**src/rtl/csr_access_seq.sv**
```systemverilog
// csr_access_seq: read / modify / conditional-write sequencer for Zicsr instructions.
// Define CSR_SEQ_IMM_EN to support the immediate forms (CSRRWI/CSRRSI/CSRRCI).
module csr_access_seq #(
  parameter int XLEN = 32
) (
  input  logic            clk,
  input  logic            reset,
  input  logic            flush,
  input  logic            req_valid,
  output logic            req_ready,
  input  logic [2:0]      req_funct3,
  input  logic [11:0]     req_csr_addr,
  input  logic [4:0]      req_rs1,
  input  logic [XLEN-1:0] req_rs1_val,
  input  logic [4:0]      req_rd,
  output logic            csr_rd_en,
  output logic            csr_wr_en,
  output logic [11:0]     csr_addr,
  output logic [XLEN-1:0] csr_wdata,
  input  logic [XLEN-1:0] csr_rdata,
  input  logic            csr_illegal,
  output logic            done_valid,
  input  logic            done_ready,
  output logic            done_rd_en,
  output logic [XLEN-1:0] done_rd_data,
  output logic            done_exception
);

  typedef enum logic [1:0] {
    IDLE  = 2'd0,
    READ  = 2'd1,
    WRITE = 2'd2,
    DONE  = 2'd3
  } state_t;

  localparam logic [1:0] OP_RW = 2'b01;
  localparam logic [1:0] OP_RS = 2'b10;

  state_t          state_r;
  state_t          state_next_s;
  logic [1:0]      op_r;
  logic            imm_r;
  logic [11:0]     addr_r;
  logic [4:0]      rs1_r;
  logic [XLEN-1:0] rs1_val_r;
  logic [4:0]      rd_r;
  logic            done_rd_en_r;
  logic            done_exc_r;
  logic [XLEN-1:0] done_data_r;

  logic            accept_s;
  logic            imm_bad_s;
  logic            early_exc_s;
  logic            attempt_s;
  logic            exc_s;
  logic [XLEN-1:0] src_s;
  logic [XLEN-1:0] new_val_s;
  logic            done_load_s;
  logic            done_rd_en_next_s;
  logic            done_exc_next_s;
  logic [XLEN-1:0] done_data_next_s;

`ifdef CSR_SEQ_IMM_EN
  assign imm_bad_s = 1'b0;
`else
  assign imm_bad_s = req_funct3[2];
`endif

  // Requests that can never access the CSR file complete straight from IDLE.
  assign early_exc_s = (req_funct3[1:0] == 2'b00) || imm_bad_s;
  assign accept_s    = (state_r == IDLE) && req_valid && !flush;

  assign src_s     = imm_r ? {{(XLEN-5){1'b0}}, rs1_r} : rs1_val_r;
  assign attempt_s = (op_r == OP_RW) || (rs1_r != 5'd0);
  assign exc_s     = csr_illegal || (attempt_s && (addr_r[11:10] == 2'b11));

  assign done_valid     = (state_r == DONE);
  assign done_rd_en     = done_rd_en_r;
  assign done_rd_data   = done_data_r;
  assign done_exception = done_exc_r;

  // Modify step: combine the old CSR value with the source operand.
  always_comb begin
    new_val_s = csr_rdata & ~src_s;
    case (op_r)
      OP_RW:   new_val_s = src_s;
      OP_RS:   new_val_s = csr_rdata | src_s;
      default: new_val_s = csr_rdata & ~src_s;
    endcase
  end

  // Next-state logic, CSR strobes and result capture values.
  always_comb begin
    state_next_s      = state_r;
    req_ready         = 1'b0;
    csr_rd_en         = 1'b0;
    csr_wr_en         = 1'b0;
    csr_addr          = 12'd0;
    csr_wdata         = '0;
    done_load_s       = 1'b0;
    done_rd_en_next_s = 1'b0;
    done_exc_next_s   = 1'b0;
    done_data_next_s  = '0;
    case (state_r)
      IDLE: begin
        req_ready = !flush;
        if (accept_s) begin
          if (early_exc_s) begin
            state_next_s    = DONE;
            done_load_s     = 1'b1;
            done_exc_next_s = 1'b1;
          end else begin
            state_next_s = READ;
          end
        end else begin
          state_next_s = IDLE;
        end
      end
      READ: begin
        csr_addr     = addr_r;
        csr_rd_en    = !((op_r == OP_RW) && (rd_r == 5'd0));
        state_next_s = flush ? IDLE : WRITE;
      end
      WRITE: begin
        csr_addr  = addr_r;
        csr_wr_en = attempt_s && !exc_s && !flush;
        csr_wdata = (attempt_s && !exc_s && !flush) ? new_val_s : '0;
        if (flush) begin
          state_next_s = IDLE;
        end else begin
          state_next_s      = DONE;
          done_load_s       = 1'b1;
          done_exc_next_s   = exc_s;
          done_rd_en_next_s = (rd_r != 5'd0) && !exc_s;
          done_data_next_s  = csr_rdata;
        end
      end
      DONE: begin
        if (flush || done_ready) begin
          state_next_s = IDLE;
        end else begin
          state_next_s = DONE;
        end
      end
      default: state_next_s = IDLE;
    endcase
  end

  // State, latched request fields and registered result.
  always_ff @(posedge clk) begin
    if (reset) begin
      state_r      <= IDLE;
      op_r         <= 2'b00;
      imm_r        <= 1'b0;
      addr_r       <= 12'd0;
      rs1_r        <= 5'd0;
      rs1_val_r    <= '0;
      rd_r         <= 5'd0;
      done_rd_en_r <= 1'b0;
      done_exc_r   <= 1'b0;
      done_data_r  <= '0;
    end else begin
      state_r <= state_next_s;
      if (accept_s) begin
        op_r      <= req_funct3[1:0];
        imm_r     <= req_funct3[2];
        addr_r    <= req_csr_addr;
        rs1_r     <= req_rs1;
        rs1_val_r <= req_rs1_val;
        rd_r      <= req_rd;
      end
      if (done_load_s) begin
        done_rd_en_r <= done_rd_en_next_s;
        done_exc_r   <= done_exc_next_s;
        done_data_r  <= done_data_next_s;
      end else if (state_next_s == IDLE) begin
        done_rd_en_r <= 1'b0;
        done_exc_r   <= 1'b0;
        done_data_r  <= '0;
      end
    end
  end

endmodule

```
**config.mk**
```make
export PLATFORM = sky130hd
export DESIGN_NAME = csr_access_seq
export DESIGN_NICKNAME = d
export VERILOG_FILES = /design/src/rtl/csr_access_seq.sv
export SDC_FILE = /design/constraint.sdc
export NUM_CORES = 1
export LEC_CHECK = 0
export BUFFER_PORTS_ARGS = -buffer_cell sky130_fd_sc_hd__buf_2
export CAP_MARGIN = 20
export CORE_MARGIN = 2
export CORE_UTILIZATION = 48
export CTS_CLUSTER_SIZE = 14
export DETAILED_ROUTE_END_ITERATION = 12
export PLACE_DENSITY = 0.84
export SLEW_MARGIN = 40
export SYNTH_ARGS = -nofsm -noshare
export SYNTH_HDL_FRONTEND = slang
export SYNTH_SLANG_ARGS = --single-unit
```
**constraint.sdc**
```tcl
create_clock -name clk -period 2.4 [get_ports clk]
set_clock_uncertainty 0.15 [all_clocks]
set_input_delay 0 -clock clk [delete_from_list [all_inputs] [get_ports clk]]
set_output_delay 0 -clock clk [all_outputs]
set_load 0.005 [all_outputs]
```
==> impl_results.html, run 1 <==
<table>
<tr><th>Metric</th><th>Value</th></tr>
<tr><th colspan="2">Route</th></tr>
<tr><td>Routed WL per cell</td><td>17.8 µm</td></tr>
<tr><td>Post-route DRC</td><td>0</td></tr>
<tr><td>Total detailed-routing wirelength</td><td>between 15 and 20 mm</td></tr>
<tr><td>Residual antenna-violating net count after detailed routing</td><td>0</td></tr>
<tr><td>Pre-antenna DRT Iters</td><td>6</td></tr>
<tr><td>Initial drt markers</td><td>about 350</td></tr>
<tr><td>Via-per-instance ratio</td><td>~5.8</td></tr>
<tr><td>Routed vias</td><td>5205</td></tr>
<tr><th colspan="2">CTS</th></tr>
<tr><td>Number of CTS-inserted buffers</td><td>9</td></tr>
<tr><td>Post-CTS setup repair buffer count</td><td>0</td></tr>
<tr><td>Clock tree from TritonCTS</td><td>yes</td></tr>
<tr><td>Clock insertion delay at the later pin of the skew report</td><td>~0.36 ns</td></tr>
<tr><td>Clock tree root buffer cell</td><td>sky130_fd_sc_hd__clkbuf_8</td></tr>
<tr><td>Count of H-tree levels built during CTS</td><td>3</td></tr>
<tr><td>Clock-pin slew on the worst setup and hold paths</td><td>about 0.1 ns</td></tr>
<tr><td>Number of sinks handled by clock tree synthesis</td><td>93</td></tr>
<tr><td>Largest buffer count on any clock path</td><td>2</td></tr>
<tr><th colspan="2">Layout</th></tr>
<tr><td>Area growth from synthesis to layout</td><td>50.6%</td></tr>
<tr><td>Number of standard cells in the layout, taps in and fillers out</td><td>899</td></tr>
<tr><td>Layout cells sized above 1</td><td>0.330</td></tr>
<tr><td>Layout Cell Area excl Fill</td><td>0.00652 mm²</td></tr>
<tr><td>Filler cell count in the final layout</td><td>slightly above 600</td></tr>
<tr><td>Count of nets after finishing</td><td>887</td></tr>
<tr><th colspan="2">Floorplan</th></tr>
<tr><td>Area of the core region</td><td>between 0.008 and 0.009 mm²</td></tr>
<tr><td>Die height</td><td>roughly 100 µm</td></tr>
<tr><td>Overall die area</td><td>roughly 0.0098 mm²</td></tr>
<tr><td>Effective utilization at floorplan</td><td>0.497</td></tr>
<tr><td>Cell row count</td><td>34</td></tr>
<tr><td>Die X-Extent</td><td>around 100 µm</td></tr>
<tr><td>I/O pin count</td><td>177</td></tr>
<tr><th colspan="2">Synth</th></tr>
<tr><td>Sequential element share of the synthesized area</td><td>0.430</td></tr>
<tr><td>Mean post-synth cell area</td><td>~8 µm²</td></tr>
<tr><td>Ranking of synthesized cells by area</td><td>sky130_fd_sc_hd__dfxtp_1 43%, sky130_fd_sc_hd__a21oi_1 10%, sky130_fd_sc_hd__nand2_1 10%, sky130_fd_sc_hd__a32o_2 7.8%, sky130_fd_sc_hd__nand3_1 6.2%</td></tr>
<tr><td>Synthesized flop and latch total</td><td>just over 90</td></tr>
<tr><td>Mapped Nets</td><td>between 600 and 700</td></tr>
<tr><td>Area share of the leading cell type in the synthesized netlist</td><td>0.430</td></tr>
<tr><td>Synthesized cell area</td><td>between 0.004 and 0.005 mm²</td></tr>
<tr><td>Cell count after synthesis</td><td>approximately 530</td></tr>
<tr><td>Synth area leader</td><td>sky130_fd_sc_hd__dfxtp_1</td></tr>
<tr><td>Synth warn</td><td>0</td></tr>
<tr><td>Yosys cell types</td><td>39</td></tr>
<tr><th colspan="2">Worst setup path</th></tr>
<tr><td>Delay contributed by the slowest stage of the critical path</td><td>roughly 0.42 ns</td></tr>
<tr><td>Origin of the worst setup path</td><td>state_r[1]$_SDFF_PP0_</td></tr>
<tr><td>Launching element type of the critical path</td><td>register</td></tr>
<tr><td>Arrival time of the worst setup path</td><td>2.14 ns</td></tr>
<tr><td>Critical path peak fanout</td><td>13</td></tr>
<tr><td>CP Capture Type</td><td>output port</td></tr>
<tr><td>Crit-path cells</td><td>ha_4 -&gt; nand2b_1 -&gt; a2111o_1 -&gt; buf_4 -&gt; a2111oi_2 -&gt; buf_2</td></tr>
<tr><td>Crit path required time</td><td>around 2.3 ns</td></tr>
<tr><td>CP max-delay cell</td><td>sky130_fd_sc_hd__dfxtp_1</td></tr>
<tr><td>Critical path class</td><td>register to output port</td></tr>
<tr><td>Launch instance of the worst register-to-register path</td><td>state_r[1]$_SDFF_PP0_</td></tr>
<tr><th colspan="2">Global routing</th></tr>
<tr><td>Total global routing overflow</td><td>0</td></tr>
<tr><td>Antenna violations before repair</td><td>1</td></tr>
<tr><td>Met2 layer usage reported by global route</td><td>0.567</td></tr>
<tr><td>Overall global routing resource usage</td><td>0.317</td></tr>
<tr><td>Wire length of the first global-routing pass</td><td>24.8 mm</td></tr>
<tr><td>Met1 Usage GRT</td><td>0.356</td></tr>
<tr><td>Layer carrying the most global-route usage</td><td>met2</td></tr>
<tr><td>Pin count of the biggest net entering global routing</td><td>61</td></tr>
<tr><td>Via count of the first global-routing pass</td><td>slightly above 5000</td></tr>
<tr><td>GRT met3 Usage</td><td>0.0631</td></tr>
<tr><th colspan="2">Timing</th></tr>
<tr><td>Final hold violation count</td><td>0</td></tr>
<tr><td>Post-layout minimum cycle time</td><td>about 2.3 ns</td></tr>
<tr><td>Highest Clock Rate</td><td>437 MHz</td></tr>
<tr><td>Least setup slack across all paths after layout</td><td>~0.11 ns</td></tr>
<tr><td>Final setup vio count</td><td>0</td></tr>
<tr><td>Relative slew slack</td><td>0.576</td></tr>
<tr><td>Total negative slack for setup checks</td><td>0 ns</td></tr>
<tr><td>Worst Tran Pin Value</td><td>about 0.64 ns</td></tr>
<tr><td>Number of slew-limit violations in the final report</td><td>0</td></tr>
<tr><td>Tcrit/Tclk final</td><td>0.953</td></tr>
<tr><th colspan="2">Placement</th></tr>
<tr><td>HPWL after detailed placement</td><td>roughly 9.4 mm</td></tr>
<tr><td>Worst-case setup slack after placement</td><td>between 0.2 and 0.3 ns</td></tr>
<tr><td>Count of input and output buffers</td><td>176</td></tr>
<tr><td>Placed Instance Area</td><td>around 0.0053 mm²</td></tr>
<tr><td>GP Congestion</td><td>~0.85</td></tr>
<tr><td>Placed cells</td><td>~800</td></tr>
<tr><th colspan="2">Min path</th></tr>
<tr><td>Worst min path class</td><td>primary input to register</td></tr>
<tr><td>Origin of the worst min-delay path</td><td>csr_illegal</td></tr>
<tr><th colspan="2">Power</th></tr>
<tr><td>Pwr Density</td><td>549 mW/mm²</td></tr>
<tr><td>Leakage power summed over all cells</td><td>3.04 nW</td></tr>
<tr><td>Max VDD drop</td><td>0.000354 V</td></tr>
<tr><td>Power Total</td><td>3.58 mW</td></tr>
<tr><th colspan="2">Flow run</th></tr>
<tr><td>Count of maximum capacitance violations</td><td>0</td></tr>
<tr><th colspan="2">Run status</th></tr>
<tr><td>Result of the run</td><td>finished clean</td></tr>
</table>
[logic make-up (layout without fill, tap and decap cells)]
kind of cell | after synthesis | in the layout | synth area share
and+or+nand+nor | 237 | 237 | 0.255
AOI/OAI and AO/OA | 139 | 139 | 0.228
DFF | 93 | 93 | 0.430
buffers and inverters | 53 | 309 | 0.0543
adders and majority gates | 7 | 7 | 0.0202
muxes | 5 | 5 | 0.0130
other | 0 | 1 | 0
[flip-flops by register name (all words and copies together) (netlist names)]
| register | cells |
|---|---|
| state_r | 2 |
| done_rd_data | 32 |
| imm_r | 1 |
| done_exception | 1 |
| rs1_val_r | 32 |
| rs1_r | 5 |
| done_rd_en | 1 |
| op_r | 2 |
| rd_r | 5 |
| addr_r | 12 |
[what timing repair did]
action / in CTS / in global routing
pin swaps: 0 / 1
hold buffers: 93 / 0
endpoints found under the hold margin: 92 / 0
gates resized for setup: 5 / 4
endpoints found under the setup margin: 22 / 9
[Yosys cell counts, drive strengths merged]
library cell	n
a311o	1
o21ba	1
nor3	4
a2111oi	6
a2111o	1
or2	4
o32ai	1
or3b	1
nor2b	2
a211oi	1
a21boi	2
clkbuf	30
and2	13
nand2	115
o211a	1
dfxtp	93
a21o	1
mux2	5
and3b	1
ha	7
nand2b	29
a32o	33
nand3b	1
nor4	1
nor2	11
inv	6
a21oi	90
nand3	54
o21ai	1
buf	17
or4	1
[power by group]
group	total [mW]	switching (mW)	leakage, nW	internal, mW
Clock	1.32	0.590	0.127	0.730
Sequential	1.64	0.0434	0.756	1.60
Combinational	0.621	0.328	2.15	0.294
[worst paths after layout]
kind,to,slack (ns),depth (start not counted)
max,csr_wdata[4],0.11,6
min,done_exception$_SDFFE_PP0P_,0.05,4
max reg2reg,state_r[1]$_SDFF_PP0_,0.16,6
min reg2reg,rd_r[3]$_SDFFE_PP0N_,0.32,2
[area by class of cell]
class	count	area (µm²)	area share
repair buffers	287	1960	0.300
flip-flops and latches	93	1860	0.285
inverters	6	22.5	0.00345
diodes	1	2.50	0.000384
well taps	108	135	0.0207
clock inverters	6	116	0.0178
multi-input cells	388	2290	0.351
clock buffers	10	138	0.0211
[cell usage in the layout (no fill, tap or decap), types with 3 or more instances in the layout]
cell	Yosys	final
sky130_fd_sc_hd__a2111oi_0	3	3
sky130_fd_sc_hd__nand2b_1	29	29
sky130_fd_sc_hd__mux2_2	5	5
sky130_fd_sc_hd__inv_1	6	5
sky130_fd_sc_hd__buf_4	0	17
sky130_fd_sc_hd__ha_1	7	5
sky130_fd_sc_hd__clkbuf_8	0	10
sky130_fd_sc_hd__a32o_2	30	30
sky130_fd_sc_hd__or2_4	1	3
sky130_fd_sc_hd__buf_2	5	176
sky130_fd_sc_hd__nor2_1	11	9
sky130_fd_sc_hd__nor3_1	4	4
sky130_fd_sc_hd__a32o_1	3	3
sky130_fd_sc_hd__and2_1	13	13
sky130_fd_sc_hd__bufinv_16	0	3
sky130_fd_sc_hd__nand2_1	115	115
sky130_fd_sc_hd__dlygate4sd3_1	0	93
sky130_fd_sc_hd__a21oi_1	90	90
sky130_fd_sc_hd__dfxtp_1	93	93
sky130_fd_sc_hd__nand3_1	54	54
[per-layer routing]
metal,wire (µm),vias up
li1,-,2364
met1,5880,2424
met2,8120,340
met3,1400,77
met4,642,0
met5,0,-
[through the flow]
step | util | hold WS (ns)
global route | 0.748 | 0.0604
CTS | 0.745 | 0.0466
finish | 0.748 | 0.0455
global placement | 0.607 | 0.0790
floorplan | - | -0.120
detailed placement | 0.607 | 0.0806
[worst max-delay path: cells and delay by family (launching register included)]
family	cells	cell delay, ns
buf+inv	2	0.40
compound gates	2	0.65
fa+ha+maj	1	0.20
simple gates	1	0.09
flops	1	0.42
Power figures use the tool's default switching activity.
==> run 2: changes to the inputs <==
--- a/config.mk
+++ b/config.mk
@@ -12,6 +12,7 @@
 export CTS_CLUSTER_SIZE = 14
 export DETAILED_ROUTE_END_ITERATION = 12
 export PLACE_DENSITY = 0.84
+export SETUP_SLACK_MARGIN = 0.2
 export SLEW_MARGIN = 40
 export SYNTH_ARGS = -nofsm -noshare
 export SYNTH_HDL_FRONTEND = slang
==> run 2 against run 1 <==
Compared with the run above: register-to-register slack improved by 0.12 ns; sequential share of layout area fell by 1.0 points; combinational power rose by 9.5%; clock-buffer cell count did not move; worst hold slack improved by 0.018 ns; total power rose by 2.0%; global-route usage rose by 0.74 points; clock power barely moved; utilization rose by 3.0 points; largest cell class unchanged; highest routed layer unchanged.
==> impl_results.html, run 2 (same netlist as run 1, synthesis figures left out) <==
<table>
<tr><th>Metric</th><th>Value</th></tr>
<tr><th colspan="2">Run status</th></tr>
<tr><td>Result of the run</td><td>finished clean</td></tr>
<tr><th colspan="2">Worst setup path</th></tr>
<tr><td>Reg-to-reg critical path endpoint</td><td>state_r[0]$_SDFF_PP0_</td></tr>
<tr><td>Crit-path cells</td><td>inv_2 -&gt; ha_4 -&gt; nand2b_1 -&gt; a2111o_1 -&gt; buf_6 -&gt; buf_12 -&gt; a21oi_1 -&gt; buf_2</td></tr>
<tr><td>Launching element type of the critical path</td><td>register</td></tr>
<tr><td>Critical path peak fanout</td><td>10</td></tr>
<tr><td>Arrival time of the worst setup path</td><td>2.07 ns</td></tr>
<tr><td>Cell count of the worst reg-to-reg path</td><td>6</td></tr>
<tr><td>Crit path required time</td><td>~2.3 ns</td></tr>
<tr><td>Delay contributed by the slowest stage of the critical path</td><td>a little over 0.4 ns</td></tr>
<tr><td>Launch instance of the worst register-to-register path</td><td>state_r[0]$_SDFF_PP0_</td></tr>
<tr><td>CP Capture Type</td><td>output port</td></tr>
<tr><td>Setup slack of the worst register-to-register path</td><td>about 0.28 ns</td></tr>
<tr><td>CP max-delay cell</td><td>sky130_fd_sc_hd__a2111o_1</td></tr>
<tr><td>Critical path class</td><td>register to output port</td></tr>
<tr><th colspan="2">Floorplan</th></tr>
<tr><td>Die height</td><td>99.0 µm</td></tr>
<tr><td>Overall die area</td><td>0.00980 mm²</td></tr>
<tr><td>Cell row count</td><td>34</td></tr>
<tr><td>Effective utilization at floorplan</td><td>0.497</td></tr>
<tr><td>Die X-Extent</td><td>slightly below 100 µm</td></tr>
<tr><td>Area of the core region</td><td>0.00872 mm²</td></tr>
<tr><td>I/O pin count</td><td>roughly 180</td></tr>
<tr><th colspan="2">Placement</th></tr>
<tr><td>Count of input and output buffers</td><td>around 180</td></tr>
<tr><td>Placed Instance Area</td><td>about 0.0053 mm²</td></tr>
<tr><td>GP Congestion</td><td>around 0.85</td></tr>
<tr><td>Worst-case setup slack after placement</td><td>~0.27 ns</td></tr>
<tr><td>Placed cells</td><td>789</td></tr>
<tr><td>HPWL after detailed placement</td><td>a little over 9 mm</td></tr>
<tr><th colspan="2">Global routing</th></tr>
<tr><td>Via count of the first global-routing pass</td><td>approximately 5300</td></tr>
<tr><td>Pin count of the biggest net entering global routing</td><td>61</td></tr>
<tr><td>Wire length of the first global-routing pass</td><td>around 25 mm</td></tr>
<tr><td>Overall global routing resource usage</td><td>0.324</td></tr>
<tr><td>Antenna violations before repair</td><td>1</td></tr>
<tr><td>Total global routing overflow</td><td>0</td></tr>
<tr><th colspan="2">Timing</th></tr>
<tr><td>Final hold violation count</td><td>0</td></tr>
<tr><td>Number of slew-limit violations in the final report</td><td>0</td></tr>
<tr><td>Total negative slack for setup checks</td><td>0 ns</td></tr>
<tr><td>RSZ-0062 raised after global routing</td><td>true</td></tr>
<tr><td>Post-layout minimum cycle time</td><td>between 2 and 2.5 ns</td></tr>
<tr><td>Tcrit/Tclk final</td><td>0.924</td></tr>
<tr><td>Final hold slack</td><td>about 0.063 ns</td></tr>
<tr><td>Worst Tran Pin Value</td><td>around 0.76 ns</td></tr>
<tr><td>Relative slew slack</td><td>0.495</td></tr>
<tr><td>Highest Clock Rate</td><td>roughly 450 MHz</td></tr>
<tr><td>Least setup slack across all paths after layout</td><td>between 0.15 and 0.2 ns</td></tr>
<tr><td>Final setup vio count</td><td>0</td></tr>
<tr><th colspan="2">Power</th></tr>
<tr><td>Leakage power summed over all cells</td><td>3.12 nW</td></tr>
<tr><td>Max VDD drop</td><td>roughly 0.00034 V</td></tr>
<tr><td>Power Total</td><td>3.66 mW</td></tr>
<tr><td>Pwr Density</td><td>539 mW/mm²</td></tr>
<tr><th colspan="2">CTS</th></tr>
<tr><td>Largest buffer count on any clock path</td><td>2</td></tr>
<tr><td>Clock insertion delay at the later pin of the skew report</td><td>roughly 0.37 ns</td></tr>
<tr><td>Number of CTS-inserted buffers</td><td>9</td></tr>
<tr><td>Clock tree from TritonCTS</td><td>yes</td></tr>
<tr><td>Clock tree root buffer cell</td><td>sky130_fd_sc_hd__clkbuf_8</td></tr>
<tr><td>Count of H-tree levels built during CTS</td><td>3</td></tr>
<tr><td>Number of sinks handled by clock tree synthesis</td><td>slightly above 90</td></tr>
<tr><td>Clock-pin slew on the worst setup and hold paths</td><td>roughly 0.10 ns</td></tr>
<tr><th colspan="2">Route</th></tr>
<tr><td>Total detailed-routing wirelength</td><td>between 15 and 20 mm</td></tr>
<tr><td>Via-per-instance ratio</td><td>roughly 6</td></tr>
<tr><td>Routed vias</td><td>around 5400</td></tr>
<tr><td>Initial drt markers</td><td>roughly 400</td></tr>
<tr><td>Routed WL per cell</td><td>19.1 µm</td></tr>
<tr><td>Pre-antenna DRT Iters</td><td>5</td></tr>
<tr><td>Post-route DRC</td><td>0</td></tr>
<tr><td>Residual antenna-violating net count after detailed routing</td><td>0</td></tr>
<tr><th colspan="2">Min path</th></tr>
<tr><td>Worst hold path cell count</td><td>4</td></tr>
<tr><td>Origin of the worst min-delay path</td><td>csr_illegal</td></tr>
<tr><td>Worst min path class</td><td>primary input to register</td></tr>
<tr><td>Hold EP</td><td>done_rd_en$_SDFFE_PP0P_</td></tr>
<tr><th colspan="2">Layout</th></tr>
<tr><td>Combined area of the multi-input logic cells</td><td>0.00240 mm²</td></tr>
<tr><td>Finished Core Util</td><td>0.778</td></tr>
<tr><td>Layout cells sized above 1</td><td>0.369</td></tr>
<tr><td>Layout Cell Area excl Fill</td><td>0.00679 mm²</td></tr>
<tr><td>Number of standard cells in the layout, taps in and fillers out</td><td>911</td></tr>
<tr><td>FF+latch area</td><td>0.00187 mm²</td></tr>
<tr><td>Filler cell count in the final layout</td><td>540</td></tr>
<tr><td>Most frequent cells in the layout</td><td>176 x sky130_fd_sc_hd__buf_2, 115 x sky130_fd_sc_hd__nand2_1, 93 x sky130_fd_sc_hd__dlygate4sd3_1</td></tr>
<tr><td>Count of nets after finishing</td><td>899</td></tr>
<tr><td>Area growth from synthesis to layout</td><td>56.6%</td></tr>
<tr><td>Most common library cell in the layout ignoring fill and taps</td><td>sky130_fd_sc_hd__buf_2</td></tr>
<tr><th colspan="2">Flow run</th></tr>
<tr><td>Count of maximum capacitance violations</td><td>0</td></tr>
</table>
-- run 2: cell types whose count changed in the layout (fill, tap and decap cells not counted), sizes merged --
cell,delta
buf,+12
-- run 2: worst max path at each step --
stage	slack (ns)	depth (start not counted)	to	startpoint
after global routing	0.08	8	csr_wdata[6]	state_r[0]$_SDFF_PP0_
after CTS	0.20	7	csr_wdata[1]	op_r[1]$_SDFFE_PP0N_
after floorplan	0.50	8	csr_wdata[21]	op_r[0]$_SDFFE_PP0N_
final	0.18	8	csr_wdata[6]	state_r[0]$_SDFF_PP0_
after detailed placement	0.27	7	csr_wdata[12]	op_r[0]$_SDFFE_PP0N_
after global placement	0.30	7	csr_wdata[12]	op_r[0]$_SDFFE_PP0N_
-- run 2: power breakdown --
part           internal, mW  switching (mW)
Clock                 0.730           0.599
Sequential             1.60          0.0469
Combinational         0.322           0.358
-- run 2: area by class of cell --
class / instances / area share
antenna: 1 / 0.000369
clock buffer: 10 / 0.0203
clock inverter: 6 / 0.0171
inverter: 6 / 0.00332
multi-input combinational: 388 / 0.353
sequential: 93 / 0.275
tap: 108 / 0.0199
timing repair buffer: 299 / 0.311
-- run 2: metal layers --
metal	wire (µm)	vias to the layer above	part of all wire	track usage
met5	0	-	0	0
li1	-	2390	-	-
met4	864	0	0.050	0.163
met1	6110	2514	0.35	0.360
met2	8820	394	0.51	0.578
met3	1590	106	0.091	0.0745
-- run 2: critical path, delay by kind of cell, from the launching register on --
kind	cells	cell delay (ns)
DFF	1	0.35
AOI/OAI and AO/OA	2	0.57
buffers and inverters	4	0.53
and+or+nand+nor	1	0.09
adders and majority gates	1	0.14
-- run 2: repair_timing --
| item | 4_1_cts | 5_1_grt |
|---|---|---|
| hold buffers | 93 | 0 |
| buffers inserted | 3 | 9 |
| pin swaps | 3 | 4 |
| setup endpoints to repair | 33 | 48 |
| hold endpoints to repair | 92 | 0 |
| gates resized for setup | 14 | 32 |
==> run 3: changes to the inputs <==
--- a/config.mk
+++ b/config.mk
@@ -12,6 +12,7 @@
 export CTS_CLUSTER_SIZE = 14
 export DETAILED_ROUTE_END_ITERATION = 12
 export PLACE_DENSITY = 0.84
+export REMOVE_ABC_BUFFERS = 1
 export SETUP_SLACK_MARGIN = 0.2
 export SLEW_MARGIN = 40
 export SYNTH_ARGS = -nofsm -noshare
==> run 3 against run 2 <==
Compared with the run above: worst hold slack better by 0.033 ns; total power is 8.4% lower; critical path depth is 1 lower; critical path type unchanged; cell count is 0.22% higher; maximum frequency is 1.9% lower; die area stayed put; highest routed layer unchanged.
==> impl_results.html, run 3 (same netlist as run 1, synthesis figures left out) <==
<table>
<tr><th>Metric</th><th>Value</th></tr>
<tr><th colspan="2">Run status</th></tr>
<tr><td>Result of the run</td><td>finished clean</td></tr>
<tr><th colspan="2">Worst setup path</th></tr>
<tr><td>Crit path required time</td><td>between 2 and 2.5 ns</td></tr>
<tr><td>Family with the most delay on the worst path</td><td>compound AO/OA/AOI/OAI gates</td></tr>
<tr><td>CP Capture Type</td><td>output port</td></tr>
<tr><td>CP max-delay cell</td><td>sky130_fd_sc_hd__a2111o_2</td></tr>
<tr><td>Crit-path cells</td><td>inv_4 -&gt; ha_4 -&gt; nand2b_4 -&gt; a2111o_2 -&gt; buf_12 -&gt; a21oi_2 -&gt; buf_2</td></tr>
<tr><td>Critical path peak fanout</td><td>6</td></tr>
<tr><td>Launching element type of the critical path</td><td>register</td></tr>
<tr><td>Critical path class</td><td>register to output port</td></tr>
<tr><td>Delay contributed by the slowest stage of the critical path</td><td>0.57 ns</td></tr>
<tr><td>Arrival time of the worst setup path</td><td>around 2.1 ns</td></tr>
<tr><td>Number of buffer and inverter instances along the worst setup path</td><td>3</td></tr>
<tr><th colspan="2">Timing</th></tr>
<tr><td>Least setup slack across all paths after layout</td><td>between 0.1 and 0.15 ns</td></tr>
<tr><td>Final setup vio count</td><td>0</td></tr>
<tr><td>Highest Clock Rate</td><td>roughly 440 MHz</td></tr>
<tr><td>Relative slew slack</td><td>0.588</td></tr>
<tr><td>Final hold violation count</td><td>0</td></tr>
<tr><td>Tcrit/Tclk final</td><td>0.942</td></tr>
<tr><td>Total negative slack for setup checks</td><td>0 ns</td></tr>
<tr><td>RSZ-0062 raised after global routing</td><td>true</td></tr>
<tr><td>Number of slew-limit violations in the final report</td><td>0</td></tr>
<tr><td>Worst Tran Pin Value</td><td>0.615 ns</td></tr>
<tr><td>Post-layout minimum cycle time</td><td>between 2 and 2.5 ns</td></tr>
<tr><th colspan="2">Global routing</th></tr>
<tr><td>Overall global routing resource usage</td><td>0.301</td></tr>
<tr><td>Wire length of the first global-routing pass</td><td>23.9 mm</td></tr>
<tr><td>Total global routing overflow</td><td>0</td></tr>
<tr><td>Pin count of the biggest net entering global routing</td><td>58</td></tr>
<tr><td>Antenna violations before repair</td><td>0</td></tr>
<tr><td>Via count of the first global-routing pass</td><td>roughly 5200</td></tr>
<tr><th colspan="2">Floorplan</th></tr>
<tr><td>I/O pin count</td><td>177</td></tr>
<tr><td>Overall die area</td><td>around 0.0098 mm²</td></tr>
<tr><td>Die X-Extent</td><td>a little under 100 µm</td></tr>
<tr><td>Effective utilization at floorplan</td><td>0.497</td></tr>
<tr><td>Area of the core region</td><td>0.00872 mm²</td></tr>
<tr><td>Cell row count</td><td>34</td></tr>
<tr><td>Die height</td><td>around 99 µm</td></tr>
<tr><th colspan="2">Power</th></tr>
<tr><td>Power Total</td><td>roughly 3.3 mW</td></tr>
<tr><td>Max VDD drop</td><td>0.000315 V</td></tr>
<tr><td>Leakage power summed over all cells</td><td>about 3.1 nW</td></tr>
<tr><td>Pwr Density</td><td>between 400 and 500 mW/mm²</td></tr>
<tr><th colspan="2">Layout</th></tr>
<tr><td>Layout cells sized above 1</td><td>0.388</td></tr>
<tr><td>Ant diodes</td><td>0</td></tr>
<tr><td>Area growth from synthesis to layout</td><td>60.0%</td></tr>
<tr><td>Finished Core Util</td><td>0.795</td></tr>
<tr><td>Count of nets after finishing</td><td>902</td></tr>
<tr><td>Most frequent cells in the layout</td><td>175 x sky130_fd_sc_hd__buf_2, 115 x sky130_fd_sc_hd__nand2_1, 93 x sky130_fd_sc_hd__dlygate4sd3_1</td></tr>
<tr><td>Filler cell count in the final layout</td><td>549</td></tr>
<tr><td>Layout Cell Area excl Fill</td><td>0.00693 mm²</td></tr>
<tr><td>Most common library cell in the layout ignoring fill and taps</td><td>sky130_fd_sc_hd__buf_2</td></tr>
<tr><th colspan="2">CTS</th></tr>
<tr><td>Count of H-tree levels built during CTS</td><td>3</td></tr>
<tr><td>Clock tree root buffer cell</td><td>sky130_fd_sc_hd__clkbuf_8</td></tr>
<tr><td>Number of CTS-inserted buffers</td><td>9</td></tr>
<tr><td>Number of sinks handled by clock tree synthesis</td><td>93</td></tr>
<tr><td>Clock tree from TritonCTS</td><td>yes</td></tr>
<tr><td>Clock-pin slew on the worst setup and hold paths</td><td>0.09 ns</td></tr>
<tr><td>Largest buffer count on any clock path</td><td>2</td></tr>
<tr><td>Clock insertion delay at the later pin of the skew report</td><td>0.35 ns</td></tr>
<tr><th colspan="2">Route</th></tr>
<tr><td>Pre-antenna DRT Iters</td><td>6</td></tr>
<tr><td>Routed vias</td><td>~5300</td></tr>
<tr><td>Total detailed-routing wirelength</td><td>around 17 mm</td></tr>
<tr><td>Via-per-instance ratio</td><td>slightly below 6</td></tr>
<tr><td>Met3 layer wire length in the routed design</td><td>approximately 1.4 mm</td></tr>
<tr><td>Post-route DRC</td><td>0</td></tr>
<tr><td>Initial drt markers</td><td>~370</td></tr>
<tr><td>Routed metal-1 wire length</td><td>about 6 mm</td></tr>
<tr><td>Detailed route wirelength on metal2</td><td>approximately 8.6 mm</td></tr>
<tr><td>Highest routing layer actually used</td><td>met4</td></tr>
<tr><td>Routed WL per cell</td><td>18.5 µm</td></tr>
<tr><td>Residual antenna-violating net count after detailed routing</td><td>0</td></tr>
<tr><th colspan="2">Flow run</th></tr>
<tr><td>Count of maximum capacitance violations</td><td>0</td></tr>
<tr><th colspan="2">Placement</th></tr>
<tr><td>Placed Instance Area</td><td>~0.0053 mm²</td></tr>
<tr><td>GP Congestion</td><td>about 0.84</td></tr>
<tr><td>Count of input and output buffers</td><td>176</td></tr>
<tr><td>HPWL after detailed placement</td><td>8.99 mm</td></tr>
<tr><td>Worst-case setup slack after placement</td><td>about 0.24 ns</td></tr>
<tr><th colspan="2">Min path</th></tr>
<tr><td>Worst min path class</td><td>primary input to register</td></tr>
</table>
run 3: cell count changes in the layout (fill, tap and decap cells not counted), moves of 2 or more:
| cell | previous run | this run |
|---|---|---|
| sky130_fd_sc_hd__buf_4 | 21 | 17 |
| sky130_fd_sc_hd__dfxtp_4 | 0 | 2 |
| sky130_fd_sc_hd__inv_6 | 2 | 0 |
| sky130_fd_sc_hd__a21oi_2 | 13 | 21 |
| sky130_fd_sc_hd__a21oi_4 | 1 | 3 |
| sky130_fd_sc_hd__clkinv_2 | 0 | 2 |
| sky130_fd_sc_hd__buf_6 | 4 | 7 |
| sky130_fd_sc_hd__a21oi_1 | 76 | 66 |
| sky130_fd_sc_hd__clkbuf_16 | 0 | 4 |
| sky130_fd_sc_hd__dfxtp_2 | 4 | 2 |
| sky130_fd_sc_hd__bufinv_16 | 3 | 0 |
run 3: power breakdown:
group	switching (mW)	internal [mW]	leakage [nW]	total (mW)
combinational	0.373	0.338	2.29	0.711
sequential	0.0425	1.60	0.758	1.64
clock	0.562	0.434	0.0953	0.996
total	0.978	2.37	3.14	3.35
run 3: tightest hold or removal path, stage by stage:
cell                      delay [ns]
sky130_fd_sc_hd__buf_2          0.14
sky130_fd_sc_hd__a21oi_1        0.22
sky130_fd_sc_hd__a21o_1         0.11
sky130_fd_sc_hd__a32o_2         0.10
run 3: final cells by class:
class                      count  area [µm²]  share of cell area
sequential                    93        1870               0.270
multi-input combinational    390        2520               0.364
tap                          108         135              0.0195
clock buffer                  11         151              0.0218
inverter                       6        25.0             0.00361
clock inverter                 5        35.0             0.00505
timing repair buffer         300        2190               0.316
run 3: metal layers:
metal,global-route usage,vias up
met4,0.150,0
met3,0.0589,89
met2,0.543,368
met1,0.336,2485
li1,-,2407
met5,0,-
run 3: path summary, 6_finish.rpt:
kind	slack (ns)	start	end	depth (start not counted)
setup / recovery	0.14	state_r[0]$_SDFF_PP0_	csr_wdata[19]	7
setup reg to reg	0.36	state_r[1]$_SDFF_PP0_	addr_r[0]$_SDFFE_PP0N_	7
hold reg to reg	0.31	rd_r[2]$_SDFFE_PP0N_	rd_r[2]$_SDFFE_PP0N_	2
hold / removal	0.1	csr_illegal	done_rd_en$_SDFFE_PP0P_	4
run 3: stage by stage:
| step | instances | hold slack, ns |
|---|---|---|
| detailed placement | 790 | 0.0787 |
| floorplan | 487 | -0.120 |
| global route | 913 | 0.0855 |
| global placement | 790 | 0.0771 |
| CTS | 899 | 0.0491 |
| finish | 913 | 0.0966 |
run 3: repair_timing:
item	in CTS	in global routing
hold buffers	93	0
hold endpoints to repair	92	0
resized for setup	16	54
pin swaps	1	12
cloned	0	8
setup buffers	0	6
endpoints found under the setup margin	33	58
